### src/rtl/radial_zone_table_loader_if.sv
// Configuration word stream for the radial zone table loader.
// The producer (master) drives valid/data/last; the loader (slave) returns ready.
interface radial_zone_table_loader_if;
  logic        cfg_valid_i;
  logic        cfg_ready_o;
  logic [17:0] cfg_data_i;
  logic        cfg_last_i;

  modport master (
    output cfg_valid_i,
    output cfg_data_i,
    output cfg_last_i,
    input  cfg_ready_o
  );

  modport slave (
    input  cfg_valid_i,
    input  cfg_data_i,
    input  cfg_last_i,
    output cfg_ready_o
  );
endinterface

### src/rtl/radial_zone_table_loader.sv
// Radial zone table loader: collects r_squared/a/b words per zone into a shadow
// bank, validates framing and strictly increasing radii, and copies the shadow
// bank to the active outputs only on a frame_start_i pulse.
module radial_zone_table_loader #(
  parameter int NO_ZONES = 1
) (
  input  logic                           clk_i,
  input  logic                           rst_n_i,
  radial_zone_table_loader_if.slave      cfg_if,
  input  logic                           frame_start_i,
  output logic [NO_ZONES-1:0][15:0]      a_o,
  output logic [NO_ZONES-1:0][15:0]      b_o,
  output logic [NO_ZONES-1:0][17:0]      r_squared_o,
  output logic                           table_valid_o,
  output logic                           commit_o,
  output logic                           err_o,
  output logic [1:0]                     err_code_o
);

  localparam int NW = 3 * NO_ZONES;
  localparam int IW = (NW > 1) ? $clog2(NW) : 1;
  localparam int ZW = (NO_ZONES > 1) ? $clog2(NO_ZONES) : 1;
  localparam logic [IW-1:0] LAST_IDX = IW'(NW - 1);

  typedef enum logic {
    ST_LOAD    = 1'b0,
    ST_PENDING = 1'b1
  } state_t;

  state_t                      state_q, state_d;
  logic [IW-1:0]               idx_q, idx_d;
  logic [ZW-1:0]               zone_q, zone_d;
  logic [1:0]                  sel_q, sel_d;
  logic                        ord_err_q, ord_err_d;
  logic [NO_ZONES-1:0][17:0]   sh_r2_q, sh_r2_d;
  logic [NO_ZONES-1:0][15:0]   sh_a_q, sh_a_d;
  logic [NO_ZONES-1:0][15:0]   sh_b_q, sh_b_d;
  logic [NO_ZONES-1:0][17:0]   act_r2_q, act_r2_d;
  logic [NO_ZONES-1:0][15:0]   act_a_q, act_a_d;
  logic [NO_ZONES-1:0][15:0]   act_b_q, act_b_d;
  logic                        table_valid_q, table_valid_d;
  logic                        commit_q, commit_d;
  logic                        err_q, err_d;
  logic [1:0]                  err_code_q, err_code_d;

  logic                        accept_s;
  logic                        is_final_s;
  logic [17:0]                 prev_r2_s;
  logic                        viol_s;

  // Ready depends only on state, never on cfg_valid_i.
  assign cfg_if.cfg_ready_o = (state_q == ST_LOAD);

  assign r_squared_o   = act_r2_q;
  assign a_o           = act_a_q;
  assign b_o           = act_b_q;
  assign table_valid_o = table_valid_q;
  assign commit_o      = commit_q;
  assign err_o         = err_q;
  assign err_code_o    = err_code_q;

  // Word acceptance, radius order check and next-state/output computation.
  always_comb begin
    state_d       = state_q;
    idx_d         = idx_q;
    zone_d        = zone_q;
    sel_d         = sel_q;
    ord_err_d     = ord_err_q;
    sh_r2_d       = sh_r2_q;
    sh_a_d        = sh_a_q;
    sh_b_d        = sh_b_q;
    act_r2_d      = act_r2_q;
    act_a_d       = act_a_q;
    act_b_d       = act_b_q;
    table_valid_d = table_valid_q;
    commit_d      = 1'b0;
    err_d         = 1'b0;
    err_code_d    = err_code_q;

    accept_s   = cfg_if.cfg_valid_i && (state_q == ST_LOAD);
    is_final_s = (idx_q == LAST_IDX);

    // Radius of the previous zone; zone 0 has no predecessor.
    prev_r2_s = 18'd0;
    for (int z = 1; z < NO_ZONES; z++) begin
      if (zone_q == ZW'(z)) begin
        prev_r2_s = sh_r2_q[z-1];
      end else begin
        prev_r2_s = prev_r2_s;
      end
    end
    viol_s = (sel_q == 2'd0) && (zone_q != {ZW{1'b0}}) &&
             (cfg_if.cfg_data_i <= prev_r2_s);

    case (state_q)
      ST_LOAD: begin
        if (accept_s) begin
          // Store the word in its shadow slot; a bad table is simply discarded later.
          for (int z = 0; z < NO_ZONES; z++) begin
            if (zone_q == ZW'(z)) begin
              case (sel_q)
                2'd0:    sh_r2_d[z] = cfg_if.cfg_data_i;
                2'd1:    sh_a_d[z]  = cfg_if.cfg_data_i[15:0];
                2'd2:    sh_b_d[z]  = cfg_if.cfg_data_i[15:0];
                default: sh_r2_d[z] = sh_r2_q[z];
              endcase
            end else begin
              sh_r2_d[z] = sh_r2_d[z];
            end
          end

          if (cfg_if.cfg_last_i != is_final_s) begin
            // Framing error: last flag missing or early.
            err_d      = 1'b1;
            err_code_d = 2'd1;
            idx_d      = {IW{1'b0}};
            zone_d     = {ZW{1'b0}};
            sel_d      = 2'd0;
            ord_err_d  = 1'b0;
          end else if (is_final_s) begin
            idx_d     = {IW{1'b0}};
            zone_d    = {ZW{1'b0}};
            sel_d     = 2'd0;
            ord_err_d = 1'b0;
            if (ord_err_q) begin
              err_d      = 1'b1;
              err_code_d = 2'd2;
            end else begin
              state_d = ST_PENDING;
            end
          end else begin
            idx_d     = idx_q + IW'(1);
            ord_err_d = ord_err_q | viol_s;
            if (sel_q == 2'd2) begin
              sel_d  = 2'd0;
              zone_d = zone_q + ZW'(1);
            end else begin
              sel_d  = sel_q + 2'd1;
            end
          end
        end else begin
          state_d = ST_LOAD;
        end
      end

      ST_PENDING: begin
        if (frame_start_i) begin
          act_r2_d      = sh_r2_q;
          act_a_d       = sh_a_q;
          act_b_d       = sh_b_q;
          table_valid_d = 1'b1;
          commit_d      = 1'b1;
          state_d       = ST_LOAD;
          idx_d         = {IW{1'b0}};
          zone_d        = {ZW{1'b0}};
          sel_d         = 2'd0;
          ord_err_d     = 1'b0;
        end else begin
          state_d = ST_PENDING;
        end
      end

      default: begin
        state_d = ST_LOAD;
      end
    endcase
  end

  // State, shadow and active bank registers with synchronous active-low reset.
  always_ff @(posedge clk_i) begin
    if (!rst_n_i) begin
      state_q       <= ST_LOAD;
      idx_q         <= {IW{1'b0}};
      zone_q        <= {ZW{1'b0}};
      sel_q         <= 2'd0;
      ord_err_q     <= 1'b0;
      sh_r2_q       <= '0;
      sh_a_q        <= '0;
      sh_b_q        <= '0;
      act_r2_q      <= '0;
      act_a_q       <= '0;
      act_b_q       <= '0;
      table_valid_q <= 1'b0;
      commit_q      <= 1'b0;
      err_q         <= 1'b0;
      err_code_q    <= 2'd0;
    end else begin
      state_q       <= state_d;
      idx_q         <= idx_d;
      zone_q        <= zone_d;
      sel_q         <= sel_d;
      ord_err_q     <= ord_err_d;
      sh_r2_q       <= sh_r2_d;
      sh_a_q        <= sh_a_d;
      sh_b_q        <= sh_b_d;
      act_r2_q      <= act_r2_d;
      act_a_q       <= act_a_d;
      act_b_q       <= act_b_d;
      table_valid_q <= table_valid_d;
      commit_q      <= commit_d;
      err_q         <= err_d;
      err_code_q    <= err_code_d;
    end
  end

endmodule

### src/flat_wrapper.sv
// flat-port wrapper written by rule: the top's interface ports become plain ports
module radial_zone_table_loader_flat 
#(
  parameter int NO_ZONES = 1
)
  (clk_i, rst_n_i, frame_start_i, a_o, b_o, r_squared_o, table_valid_o, commit_o, err_o, err_code_o, cfg_if_cfg_valid_i, cfg_if_cfg_data_i, cfg_if_cfg_last_i, cfg_if_cfg_ready_o);
  radial_zone_table_loader_if cfg_if_i ();
  input  logic clk_i;
  input  logic rst_n_i;
  input  logic frame_start_i;
  output logic [NO_ZONES-1:0][15:0] a_o;
  output logic [NO_ZONES-1:0][15:0] b_o;
  output logic [NO_ZONES-1:0][17:0] r_squared_o;
  output logic table_valid_o;
  output logic commit_o;
  output logic err_o;
  output logic [1:0] err_code_o;
  input wire logic [$bits(cfg_if_i.cfg_valid_i)-1:0] cfg_if_cfg_valid_i;
  input wire logic [$bits(cfg_if_i.cfg_data_i)-1:0] cfg_if_cfg_data_i;
  input wire logic [$bits(cfg_if_i.cfg_last_i)-1:0] cfg_if_cfg_last_i;
  output wire logic [$bits(cfg_if_i.cfg_ready_o)-1:0] cfg_if_cfg_ready_o;
  assign cfg_if_i.cfg_valid_i = cfg_if_cfg_valid_i;
  assign cfg_if_i.cfg_data_i = cfg_if_cfg_data_i;
  assign cfg_if_i.cfg_last_i = cfg_if_cfg_last_i;
  assign cfg_if_cfg_ready_o = cfg_if_i.cfg_ready_o;
  radial_zone_table_loader #(.NO_ZONES(NO_ZONES)) u_core (.clk_i(clk_i), .rst_n_i(rst_n_i), .cfg_if(cfg_if_i), .frame_start_i(frame_start_i), .a_o(a_o), .b_o(b_o), .r_squared_o(r_squared_o), .table_valid_o(table_valid_o), .commit_o(commit_o), .err_o(err_o), .err_code_o(err_code_o));
endmodule
### config.mk
export PLATFORM = sky130hd
export DESIGN_NAME = radial_zone_table_loader_flat
export DESIGN_NICKNAME = d
export VERILOG_FILES = /design/src/rtl/radial_zone_table_loader_if.sv /design/src/rtl/radial_zone_table_loader.sv /design/src/flat_wrapper.sv
export SDC_FILE = /design/constraint.sdc
export NUM_CORES = 1
export LEC_CHECK = 0
export BUFFER_PORTS_ARGS = -buffer_cell sky130_fd_sc_hd__buf_2
export CORE_MARGIN = 8
export CORE_UTILIZATION = 45
export DETAILED_ROUTE_END_ITERATION = 8
export PLACE_DENSITY = 0.77
export SYNTH_ARGS = -nofsm -noshare
export SYNTH_HDL_FRONTEND = slang
export SYNTH_SLANG_ARGS = --single-unit
### constraint.sdc
create_clock -name clk_i -period 3.07 [get_ports clk_i]
set_input_delay 0.307 -clock clk_i [delete_from_list [all_inputs] [get_ports clk_i]]
set_output_delay 0.307 -clock clk_i [all_outputs]
set_load 0.005 [all_outputs]
* Word-level counts from Yosys, hierarchy flattened
Index checks and enable logic that the tools add are counted.
Storage, ports and cells: bits in registers 112, bits in latches 0, RAM bits 0, memory bits (read-only) 0, logic and storage cells 79, memories kept 0
Operators by class: add/sub/neg operators 3, multiply operators 0, div/mod/pow operators 0, magnitude comparators 1, eq/ne operators 7, shift-type cells 0, muxes and demuxes 33, bitwise logic cells 5, reductions and logical operators 15
Operators with widths (count):
- two-way mux 2 bit | 11
- less-or-equal comparator 18 x 1 -> 1 bit, second input constant | 1
- two-way mux 1 bit | 17
- AND reduction 4 bit | 4
- case mux 2 bit (2 select lines) | 2
- case mux 1 bit (2 select lines) | 3
- AND reduction 2 bit | 3
- adder 2 x 1 -> 2 bit, second input constant | 2
- equality test 2 bit, second input constant | 2
- inequality test 4 x 1 -> 1 bit, second input constant | 1
- inverter 1 bit | 4
- nonzero test 2 bit | 2
- logical AND 1 bit | 3
- AND reduction 3 bit | 1
- OR reduction 3 bit | 1
- equality test 2 x 1 -> 1 bit, second input constant | 1
- zero test 2 bit | 1
- inequality test 2 x 1 -> 1 bit, second input constant | 1
- inequality test 2 bit, second input constant | 1
- adder 1 bit, second input constant | 1
- inequality test 1 bit | 1
- OR 1 bit | 1

* Logic depth before layout (Yosys ltp)
Gate-level depths: netlist (run 1).
depth after elaboration 8, gate-level depth with buffers 7, gate-level depth less buffers 7

* Least setup slack after synthesis (run 1)
No wires, ideal clock.
kind register to register, start point reg u_core.idx_q[1], end point reg u_core.zone_q, library setup time 59 ps, data arrival time 1703 ps, path slack 1308 ps, cell stages (with the launch flop) 7, path buffers 0, clock period less this slack 1762 ps, path through dfxtp_1 -> nor2b_1 -> inv_1 -> ha_1 -> or4_1 -> mux2i_1 -> and2_1
On the way: longest elaborated chain between the ends 5, elaborated cells between the ends (all ways) 8, those cells by class eq/ne: 3; mux: 4; reduce/logical: 1
RTL lines:
- start, declared | RTL line radial_zone_table_loader.sv:31 | logic [IW-1:0] idx_q, idx_d;
- start signal, assigned | RTL line radial_zone_table_loader.sv:173 | idx_q <= {IW{1'b0}};
- start signal, assigned | RTL line radial_zone_table_loader.sv:189 | idx_q <= idx_d;
- equality test 2 bit * | RTL line radial_zone_table_loader.sv:81 | is_final_s = (idx_q == LAST_IDX);
- two-way mux 1 bit or inequality test 1 bit (tied branches) | RTL line radial_zone_table_loader.sv:120, radial_zone_table_loader.sv:112
- two-way mux 1 bit | RTL line radial_zone_table_loader.sv:112 | if (cfg_if.cfg_last_i != is_final_s) begin
- two-way mux 1 bit | RTL line radial_zone_table_loader.sv:97 | if (accept_s) begin
- case mux 1 bit (2 select lines) | RTL line radial_zone_table_loader.sv:95 | case (state_q)
- end signal, assigned | RTL line radial_zone_table_loader.sv:174 | zone_q <= {ZW{1'b0}};
- end signal, assigned | RTL line radial_zone_table_loader.sv:190 | zone_q <= zone_d;
- end, declared | RTL line radial_zone_table_loader.sv:32 | logic [ZW-1:0] zone_q, zone_d;
Mark *: on every way between the ends. The rest lies on a longest branch, timed or not. The select of a mux whose other input is x is not followed. A chain may end at the register's enable or synchronous reset.

* Worst setup path in the final report (run 1)
start point reg u_core.idx_q[1], end point reg u_core.sel_q[1]
On the way: longest elaborated chain between the ends 5, elaborated cells between the ends (all ways) 6, those cells by class eq/ne: 2; mux: 4
RTL lines:
- equality test 2 bit * | RTL line radial_zone_table_loader.sv:81
- two-way mux 2 bit or inequality test 1 bit (tied branches) | RTL line radial_zone_table_loader.sv:120, radial_zone_table_loader.sv:112
- two-way mux 2 bit * | RTL line radial_zone_table_loader.sv:112
- two-way mux 2 bit * | RTL line radial_zone_table_loader.sv:97
- case mux 2 bit (2 select lines) * | RTL line radial_zone_table_loader.sv:95
- end signal, assigned | RTL line radial_zone_table_loader.sv:191 | sel_q <= sel_d;
- end, declared | RTL line radial_zone_table_loader.sv:33 | logic [1:0] sel_q, sel_d;
Marks and branches as above.

==> flow_summary.json, run 1 <==
{
  "period_share_pct": 68.66,
  "hold_slack_ns": 0.1999,
  "boundaryPins": 79,
  "cp.required_ns": 3.37,
  "hold_path_class": "in -> reg",
  "drt-total-wl_um": 9860,
  "htree_num_levels": 3,
  "place_inst": 664,
  "cp.buffers_inverters": 1,
  "cp.arrival_ns": 2.40,
  "synth_warnings": 0,
  "hp-start": "cfg_if_cfg_data_i[17]",
  "grt_max_degree": 113,
  "period_minus_slack_ns": 2.108,
  "post_cts_buffers": 0,
  "area_growth_pct": 14.64,
  "diodes": 0,
  "clock_skew_ns": 0.007683,
  "cts_tree": "yes",
  "drt_pass1_iterations": 4,
  "yosysTopAreaCell": "dfxtp_1",
  "vias_per_cell": 4.996,
  "power_density_mw_per_mm2": 523.3,
  "ir_worst_vdd_mv": 0.2943,
  "maxSlewViolCount": 0,
  "core_mm2": 0.009284,
  "grt_overflow_total": 0,
  "drive_gt1_share_pct": 17.97,
  "final_area_mm2": 0.004947,
  "clk_pin_slew_worst_paths_ns": 0.09,
  "synth_cell_type_count": 35,
  "maxSlewHeadroom_pct": 32.03,
  "min_to": "u_core.sh_r2_q[17]",
  "nNetsFinal": 570,
  "cts_resized": 0,
  "syn_inst": 486,
  "ant_nets": 0,
  "ctsLongestPathBuffers": 2,
  "synth_compound_area_share_pct": 16.44,
  "cpMaxStageDelayCell": "nor4b_1",
  "clk_latency_ns": 0.36,
  "yosys-top-cells-area": "dfxtp_1 (52%), nand2_1 (14%), a21boi_0 (13%)",
  "portBuffers": 78,
  "synth_flop_cell": "dfxtp_1",
  "grt_pass1_vias": 3320,
  "synthMuxAreaShare_pct": 4.175,
  "n_fill_cell": 877,
  "cp_max_fo": 7,
  "cts_hold_buf": 0,
  "start_kind": "flop",
  "synth_edf_count": 0,
  "synth-seq-cells": 112,
  "syn_avg_cell_area_um2": 8.879,
  "crit_path_end_kind": "flop",
  "rsz0062_at_grt": "false",
  "dp_slack_ns": 1.059,
  "hpwlAfterDp_um": 6823,
  "synth_top_family_by_area": "simple AND/OR/NAND/NOR gates",
  "syn_nets": 510,
  "routedWlPerCell_um": 14.50,
  "via_count": 3397,
  "clock.fmax_mhz": 474.4,
  "yosys.area_share.simple_pct": 22.99,
  "status": "finished, final reports clean",
  "tightest_slew_ns": 1.019,
  "cellLeakagePower_nw": 1.987,
  "crit_family": "simple AND/OR/NAND/NOR gates",
  "ys_seq_area_share_pct": 51.96,
  "cts_made_buffers": 9,
  "layout_setup_ws_ns": 0.9620,
  "path_class": "reg -> reg",
  "hold_violations": 0,
  "yosys.area_share.xor_xnor_pct": 0,
  "cts-root-buf": "clkbuf_8",
  "drcViolationCount": 0,
  "finish.utilization_pct": 53.29,
  "power_mw": 2.589,
  "synth_commonest_cells": "nand2_1 (160), dfxtp_1 (112), a21boi_0 (75), clkbuf_1 (24), nor2b_1 (22)",
  "dr.first_iter.drc_count": 190,
  "dpl_cell_area_mm2": 0.004733,
  "synthAdderAreaFrac_pct": 0.2899,
  "synth-async-reset-ratio_pct": 0,
  "die_x_um": 113.9,
  "netlist_area_mm2": 0.004315,
  "timing.rr.end": "u_core.sel_q[1]",
  "rrSetupSlack_ns": 0.96,
  "cp_cell_sequence": "nor2b_1 -> inv_1 -> ha_1 -> nor4b_1 -> a22oi_1 -> nor2b_1",
  "place_congestion": 0.8493,
  "setup_violations": 0,
  "instances_no_fill": 680,
  "grt.total_usage_pct": 15.38,
  "cpPeakStageDelay_ns": 0.55,
  "path_common_cell": "nor2b_1",
  "clock_sinks": 112,
  "die_h_um": 113.9,
  "die_area_mm2": 0.01298,
  "netlist.area_leader.share_pct": 51.96,
  "antenna_found_initial": 0,
  "cap_violations": 0,
  "start_util_pct": 46.48,
  "hold_depth": 3,
  "reg2reg_depth": 6,
  "grt_pass1_wl_um": 16100,
  "r2r_start": "u_core.idx_q[1]",
  "fin_setup_tns_ns": 0,
  "row_count": 35,
  "synth.most_common_cell": "nand2_1"
}
worst max path at each step:
stage / from / to / slack (ns) / depth (start not counted)
after floorplan: u_core.idx_q[1] / u_core.zone_q / 1.31 / 6
after global placement: u_core.state_q / u_core.sh_b_q[4] / 1.13 / 4
after detailed placement: u_core.state_q / u_core.sh_b_q[12] / 1.06 / 4
after CTS: u_core.idx_q[1] / u_core.sel_q[1] / 1.00 / 6
after global routing: u_core.idx_q[1] / u_core.ord_err_q / 0.81 / 6
final: u_core.idx_q[1] / u_core.sel_q[1] / 0.96 / 6
routing by layer:
metal / up-vias / GRT usage, % / wire [um]
met5: - / 0 / 0
met4: 0 / 7.187 / 272
met3: 21 / 5.652 / 682
met2: 90 / 23.74 / 4401
met1: 1566 / 18.62 / 4504
li1: 1720 / - / -
report_power, final:
group	internal (mW)	total, mW	switching, mW	leakage, nW
Combinational	0.0626	0.154	0.0917	0.974
Clock	0.483	0.939	0.456	0.108
Sequential	1.48	1.50	0.0166	0.906
state kept, by name, summed over array words and instances (netlist names):
register,flops
u_core.idx_q,2
u_core.commit_o,1
u_core.sh_b_q,16
u_core.sel_q,2
u_core.sh_a_q,16
u_core.ord_err_q,1
u_core.a_o,16
u_core.r_squared_o,18
u_core.zone_q,1
u_core.b_o,16
u_core.state_q,1
u_core.err_code_o,2
u_core.err_o,1
u_core.table_valid_o,1
u_core.sh_r2_q,18
cell families after synthesis:
| family | after synthesis |
|---|---|
| compound gates | 96 |
| fa+ha+maj | 1 |
| buf+inv | 36 |
| flops | 112 |
| mux | 18 |
| simple gates | 223 |
final cells by class:
cell class / instances / area [um^2] / share of cell area, %
clock buffer: 13 / 148.9 / 3.010
clock inverter: 3 / 65.06 / 1.315
tap: 129 / 161.4 / 3.263
inverter: 3 / 11.26 / 0.2276
sequential: 112 / 2242 / 45.32
timing repair buffer: 82 / 420.4 / 8.498
multi-input combinational: 338 / 1898 / 38.37
cell usage in the layout (no fill, tap or decap), types with 5 or more instances in the layout:
cell      instances
mux2i_1          18
a21boi_0         75
nor2b_1          22
clkbuf_8         10
nand2_1         159
nand3_1          17
a21boi_1         10
dfxtp_1         112
buf_2            78
nor4_1            5
tightest hold or removal path: cells and delay by family:
family,cells,cell delay [ns]
simple gates,1,0.05
compound gates,1,0.06
buf+inv,1,0.11
No activity file was read; power rests on OpenSTA's default activity.
==> run 2, diff against run 1 <==
--- a/config.mk
+++ b/config.mk
@@ -9,7 +9,7 @@
 export CORE_MARGIN = 8
 export CORE_UTILIZATION = 45
 export DETAILED_ROUTE_END_ITERATION = 8
-export PLACE_DENSITY = 0.77
+export PLACE_DENSITY = 0.79
 export SYNTH_ARGS = -nofsm -noshare
 export SYNTH_HDL_FRONTEND = slang
 export SYNTH_SLANG_ARGS = --single-unit
==> constraint.sdc (replaced) <==
create_clock -name clk_i -period 1.85 [get_ports clk_i]
set_input_delay 0.185 -clock clk_i [delete_from_list [all_inputs] [get_ports clk_i]]
set_output_delay 0.185 -clock clk_i [all_outputs]
set_load 0.005 [all_outputs]
==> run 2 against run 1 <==
  * Clock power is 62% higher
  * Via count is 0.44% higher
  * Core utilization is 1.0 points higher
  * Final area is 1.9% higher
  * Count of clock-buffer cells in the layout is 2 lower
  * Largest power group unchanged
  * Largest cell class unchanged
  * Highest routed layer unchanged
  * First-iteration DRC count is 27% lower
==> flow_summary.json, run 2 (synthesized netlist as in run 1, its figures left out) <==
{
  "setup_violations": 0,
  "hold_slack_ns": 0.07263,
  "layout_commonest_cell": "nand2_1",
  "htree_num_levels": 3,
  "fin_setup_tns_ns": 0,
  "power_density_mw_per_mm2": 850.3,
  "hold_violations": 0,
  "dr.first_iter.drc_count": 139,
  "final_area_mm2": 0.005040,
  "path_class": "reg -> reg",
  "status": "finished, final reports clean",
  "crit_path_end_kind": "flop",
  "finish.utilization_pct": 54.29,
  "nNetsFinal": 580,
  "vias_per_cell": 4.952,
  "drcViolationCount": 0,
  "cp.arrival_ns": 2.09,
  "pwr-share-comb_pct": 6.6,
  "ctsLongestPathBuffers": 2,
  "dpl_cell_area_mm2": 0.004821,
  "clk_latency_ns": 0.36,
  "portBuffers": 78,
  "boundaryPins": 79,
  "tightest_slew_ns": 0.5363,
  "cts-root-buf": "clkbuf_8",
  "cellLeakagePower_nw": 2.035,
  "die_x_um": 113.9,
  "place_congestion": 0.8742,
  "period_minus_slack_ns": 1.778,
  "post_cts_buffers": 0,
  "routedWlPerCell_um": 14.73,
  "sw_frac_of_total_pct": 22.31,
  "cp_max_fo": 5,
  "area_growth_pct": 16.79,
  "clock_sinks": 112,
  "power_mw": 4.285,
  "cp.required_ns": 2.16,
  "internal_power_mw": 3.329,
  "grt_max_degree": 113,
  "clock_skew_ns": 0.01050,
  "n_fill_cell": 881,
  "ant_nets": 0,
  "grt.total_usage_pct": 15.91,
  "start_kind": "flop",
  "grt_pass1_vias": 3339,
  "die_h_um": 113.9,
  "maxSlewViolCount": 0,
  "cap_violations": 0,
  "cp_cell_sequence": "nor2b_4 -> inv_1 -> ha_2 -> or4_1 -> mux2i_1 -> and2_1",
  "instances_no_fill": 689,
  "p_seq_share_pct": 57.9,
  "start_util_pct": 46.48,
  "antenna_found_initial": 0,
  "cts_made_buffers": 9,
  "cpMaxStageDelayCell": "or4_1",
  "clkPwrFrac_pct": 35.5,
  "core_mm2": 0.009284,
  "crit_family": "simple AND/OR/NAND/NOR gates",
  "drive_gt1_share_pct": 20.18,
  "drt-total-wl_um": 10150,
  "layout_setup_ws_ns": 0.07215,
  "grt_pass1_wl_um": 16680,
  "cp.buffers_inverters": 1,
  "drt_pass1_iterations": 4,
  "row_count": 35,
  "place_inst": 674,
  "diodes": 0,
  "maxSlewHeadroom_pct": 64.16,
  "clock.fmax_mhz": 562.5,
  "grt_overflow_total": 0,
  "hpwlAfterDp_um": 6955,
  "p_sw_mw": 0.9562,
  "final_cell_mix": "nand2_1 (159), dfxtp_1 (111), buf_2 (78), a21boi_0 (75), nor2b_1 (21)",
  "die_area_mm2": 0.01298,
  "period_share_pct": 96.10,
  "via_count": 3412,
  "cpPeakStageDelay_ns": 0.52,
  "dp_slack_ns": -0.05520,
  "clk_pin_slew_worst_paths_ns": 0.10,
  "hold_path_class": "in -> reg",
  "cts_tree": "yes",
  "ir_worst_vdd_mv": 0.3863
}
## run 2: what timing repair did
action / 4_1_cts / 5_1_grt
resized for setup: 1 / 4
hold buffers: 0 / 0
setup endpoints to repair: 3 / 3
## run 2: power groups by stage
stage / Clock [mW] / Combinational, mW / Sequential [mW]
6_report: 1.52 / 0.282 / 2.48
4_1_cts: 1.56 / 0.280 / 2.48
3_5_place_dp: 0 / 0.278 / 2.54
2_1_floorplan: 0 / 0.177 / 2.53
5_1_grt: 1.65 / 0.312 / 2.49
3_3_place_gp: 0 / 0.271 / 2.54
## run 2: worst paths after layout
path / from / endpoint / slack [ns] / cells after the start
worst min register to register: u_core.sh_r2_q[15] / u_core.r_squared_o[15] / 0.46 / 2
worst max register to register: u_core.idx_q[1] / u_core.zone_q / 0.07 / 6
worst max-delay path: u_core.idx_q[1] / u_core.zone_q / 0.07 / 6
worst min-delay path: cfg_if_cfg_data_i[16] / u_core.sh_r2_q[16] / 0.07 / 3
## run 2: cell type report
cell class | instances | area (um^2) | share of cell area [%]
timing repair buffer | 92 | 508.0 | 10.08
sequential | 112 | 2243 | 44.51
inverter | 3 | 11.26 | 0.2234
tap | 129 | 161.4 | 3.203
multi-input combinational | 338 | 1914 | 37.98
clock buffer | 11 | 131.4 | 2.607
clock inverter | 4 | 70.07 | 1.390
## run 2: worst register-to-register path, cell delays in order, from the launching register on
cell,delay [ns]
dfxtp_2,0.36
nor2b_4,0.18
inv_1,0.08
ha_2,0.30
or4_1,0.52
mux2i_1,0.16
and2_1,0.14
## run 2: metal layers
metal	wire length (um)	track usage, %	vias up
met5	0	0	-
met4	126	5.945	0
met3	520	3.698	11
met2	4774	25.95	84
met1	4727	19.96	1582
li1	-	-	1735
==> run 3, diff against run 2 <==
--- a/config.mk
+++ b/config.mk
@@ -5,7 +5,7 @@
 export SDC_FILE = /design/constraint.sdc
 export NUM_CORES = 1
 export LEC_CHECK = 0
-export BUFFER_PORTS_ARGS = -buffer_cell sky130_fd_sc_hd__buf_2
+export BUFFER_PORTS_ARGS = -buffer_cell sky130_fd_sc_hd__buf_4
 export CORE_MARGIN = 8
 export CORE_UTILIZATION = 45
 export DETAILED_ROUTE_END_ITERATION = 8
==> run 3 against run 2 <==
  * Flip-flop and latch count unchanged
  * Final area increased by 4.5%
  * Setup slack better by 0.022 ns
  * First-iteration DRC count is 27% higher
  * Total power up 0.18%
  * Core utilization increased by 2.4 points
  * Maximum frequency up 1.2%
  * Sequential share of layout area fell by 1.9 points
  * Clock power about the same
==> flow_summary.json, run 3 (synthesized netlist as in run 1, its figures left out) <==
{
  "ir_worst_vdd_mv": 0.3909,
  "p_seq_share_pct": 57.9,
  "power_density_mw_per_mm2": 815.4,
  "clock.fmax_mhz": 569.4,
  "via_count": 3506,
  "drcViolationCount": 0,
  "tightest_slew_ns": 0.4568,
  "dpl_cell_area_mm2": 0.005024,
  "ctsLongestPathBuffers": 2,
  "nNetsFinal": 583,
  "cp.required_ns": 2.17,
  "die_h_um": 113.9,
  "clock_sinks": 112,
  "cts_hold_buf": 0,
  "grt_max_degree": 113,
  "period_share_pct": 94.93,
  "p_sw_mw": 0.9959,
  "crit_path_end_kind": "flop",
  "clkPwrFrac_pct": 35.2,
  "cap_violations": 0,
  "final_area_mm2": 0.005265,
  "dr.first_iter.drc_count": 177,
  "hold_violations": 0,
  "multi_input_area_mm2": 0.001917,
  "ff_latch_area_mm2": 0.002243,
  "clock_skew_ns": 0.01306,
  "layout_commonest_cell": "nand2_1",
  "die_area_mm2": 0.01298,
  "grt_pass1_vias": 3616,
  "cp.arrival_ns": 2.07,
  "setup_violations": 0,
  "grt.total_usage_pct": 16.58,
  "htree_num_levels": 3,
  "n_fill_cell": 866,
  "place_congestion": 0.8719,
  "path_class": "reg -> reg",
  "cpPeakStageDelay_ns": 0.53,
  "clk_pin_slew_worst_paths_ns": 0.10,
  "core_mm2": 0.009284,
  "grt_overflow_total": 0,
  "cellLeakagePower_nw": 2.066,
  "cp_cell_sequence": "nor2b_4 -> inv_1 -> ha_2 -> or4_1 -> mux2i_1 -> and2_1",
  "portBuffers": 78,
  "area_growth_pct": 22.01,
  "start_util_pct": 46.48,
  "hpwlAfterDp_um": 7114,
  "cp_max_fo": 5,
  "ant_nets": 0,
  "antenna_found_initial": 0,
  "maxSlewViolCount": 0,
  "die_x_um": 113.9,
  "cts_made_buffers": 9,
  "status": "finished, final reports clean",
  "period_minus_slack_ns": 1.756,
  "hold_path_class": "in -> reg",
  "crit_family": "simple AND/OR/NAND/NOR gates",
  "cts-root-buf": "clkbuf_8",
  "drive_gt1_share_pct": 21.10,
  "row_count": 35,
  "finish.utilization_pct": 56.71,
  "vias_per_cell": 5.059,
  "grt_pass1_wl_um": 17470,
  "cts_tree": "yes",
  "diodes": 0,
  "pwr-share-comb_pct": 7.0,
  "boundaryPins": 79,
  "maxSlewHeadroom_pct": 69.51,
  "routedWlPerCell_um": 15.03,
  "internal_power_mw": 3.297,
  "clk_latency_ns": 0.37,
  "drt-total-wl_um": 10420,
  "cp.buffers_inverters": 1,
  "start_kind": "flop",
  "cpMaxStageDelayCell": "or4_1",
  "sw_frac_of_total_pct": 23.20,
  "drt_pass1_iterations": 4,
  "final_cell_mix": "nand2_1 (158), dfxtp_1 (111), buf_4 (94), a21boi_0 (75), nor2b_1 (21)"
}
run 3: worst paths after layout:
| path | from | to | slack, ns | cells past startpoint |
|---|---|---|---|---|
| worst max-delay path | u_core.idx_q[1] | u_core.zone_q | 0.09 | 6 |
| worst min-delay path | cfg_if_cfg_data_i[17] | u_core.sh_r2_q[17] | 0.06 | 3 |
| worst max register to register | u_core.idx_q[1] | u_core.zone_q | 0.09 | 6 |
| worst min register to register | u_core.sh_r2_q[10] | u_core.sh_r2_q[10] | 0.46 | 2 |
run 3: area by class of cell:
class	count	area share [%]
well taps	129	3.066
repair buffers	95	13.78
clock buffers	12	2.947
inverters	3	0.2139
multi-input cells	338	36.41
clock inverters	4	0.9743
flip-flops and latches	112	42.61
run 3: tightest hold or removal path: stages:
cell and delay, ns:
buf_4 0.12, nand2_1 0.05, a21boi_1 0.05
run 3: layer usage:
layer | wire length (um) | track usage [%]
met5 | 0 | 0
met4 | 197 | 6.211
met3 | 610 | 3.962
met2 | 4956 | 27.92
met1 | 4653 | 20.01
run 3: repair_timing:
| action | 4_1_cts | 5_1_grt |
|---|---|---|
| buffers inserted | 0 | 2 |
| gates resized for setup | 3 | 3 |
| setup endpoints to repair | 3 | 4 |
run 3: power groups by stage:
stage               Clock, mW  Sequential (mW)  Combinational [mW]
global route             1.64             2.49               0.331
global placement            0             2.54               0.285
detailed placement          0             2.54               0.292
CTS                      1.52             2.48               0.296
floorplan                   0             2.53               0.177
finish                   1.51             2.48               0.300
run 3: metrics by stage:
step	hold slack, ns	power, mW	TNS (ns)	setup slack [ns]	instances
floorplan	0.3198	2.708	0	0.08752	486
global placement	0.4439	2.821	0	0.07962	675
detailed placement	0.4481	2.830	-0.2159	-0.08465	675
CTS	0.05394	4.300	0	0.02005	691
global route	0.06958	4.457	-0.003211	-0.003211	693
finish	0.06247	4.293	0	0.09376	693
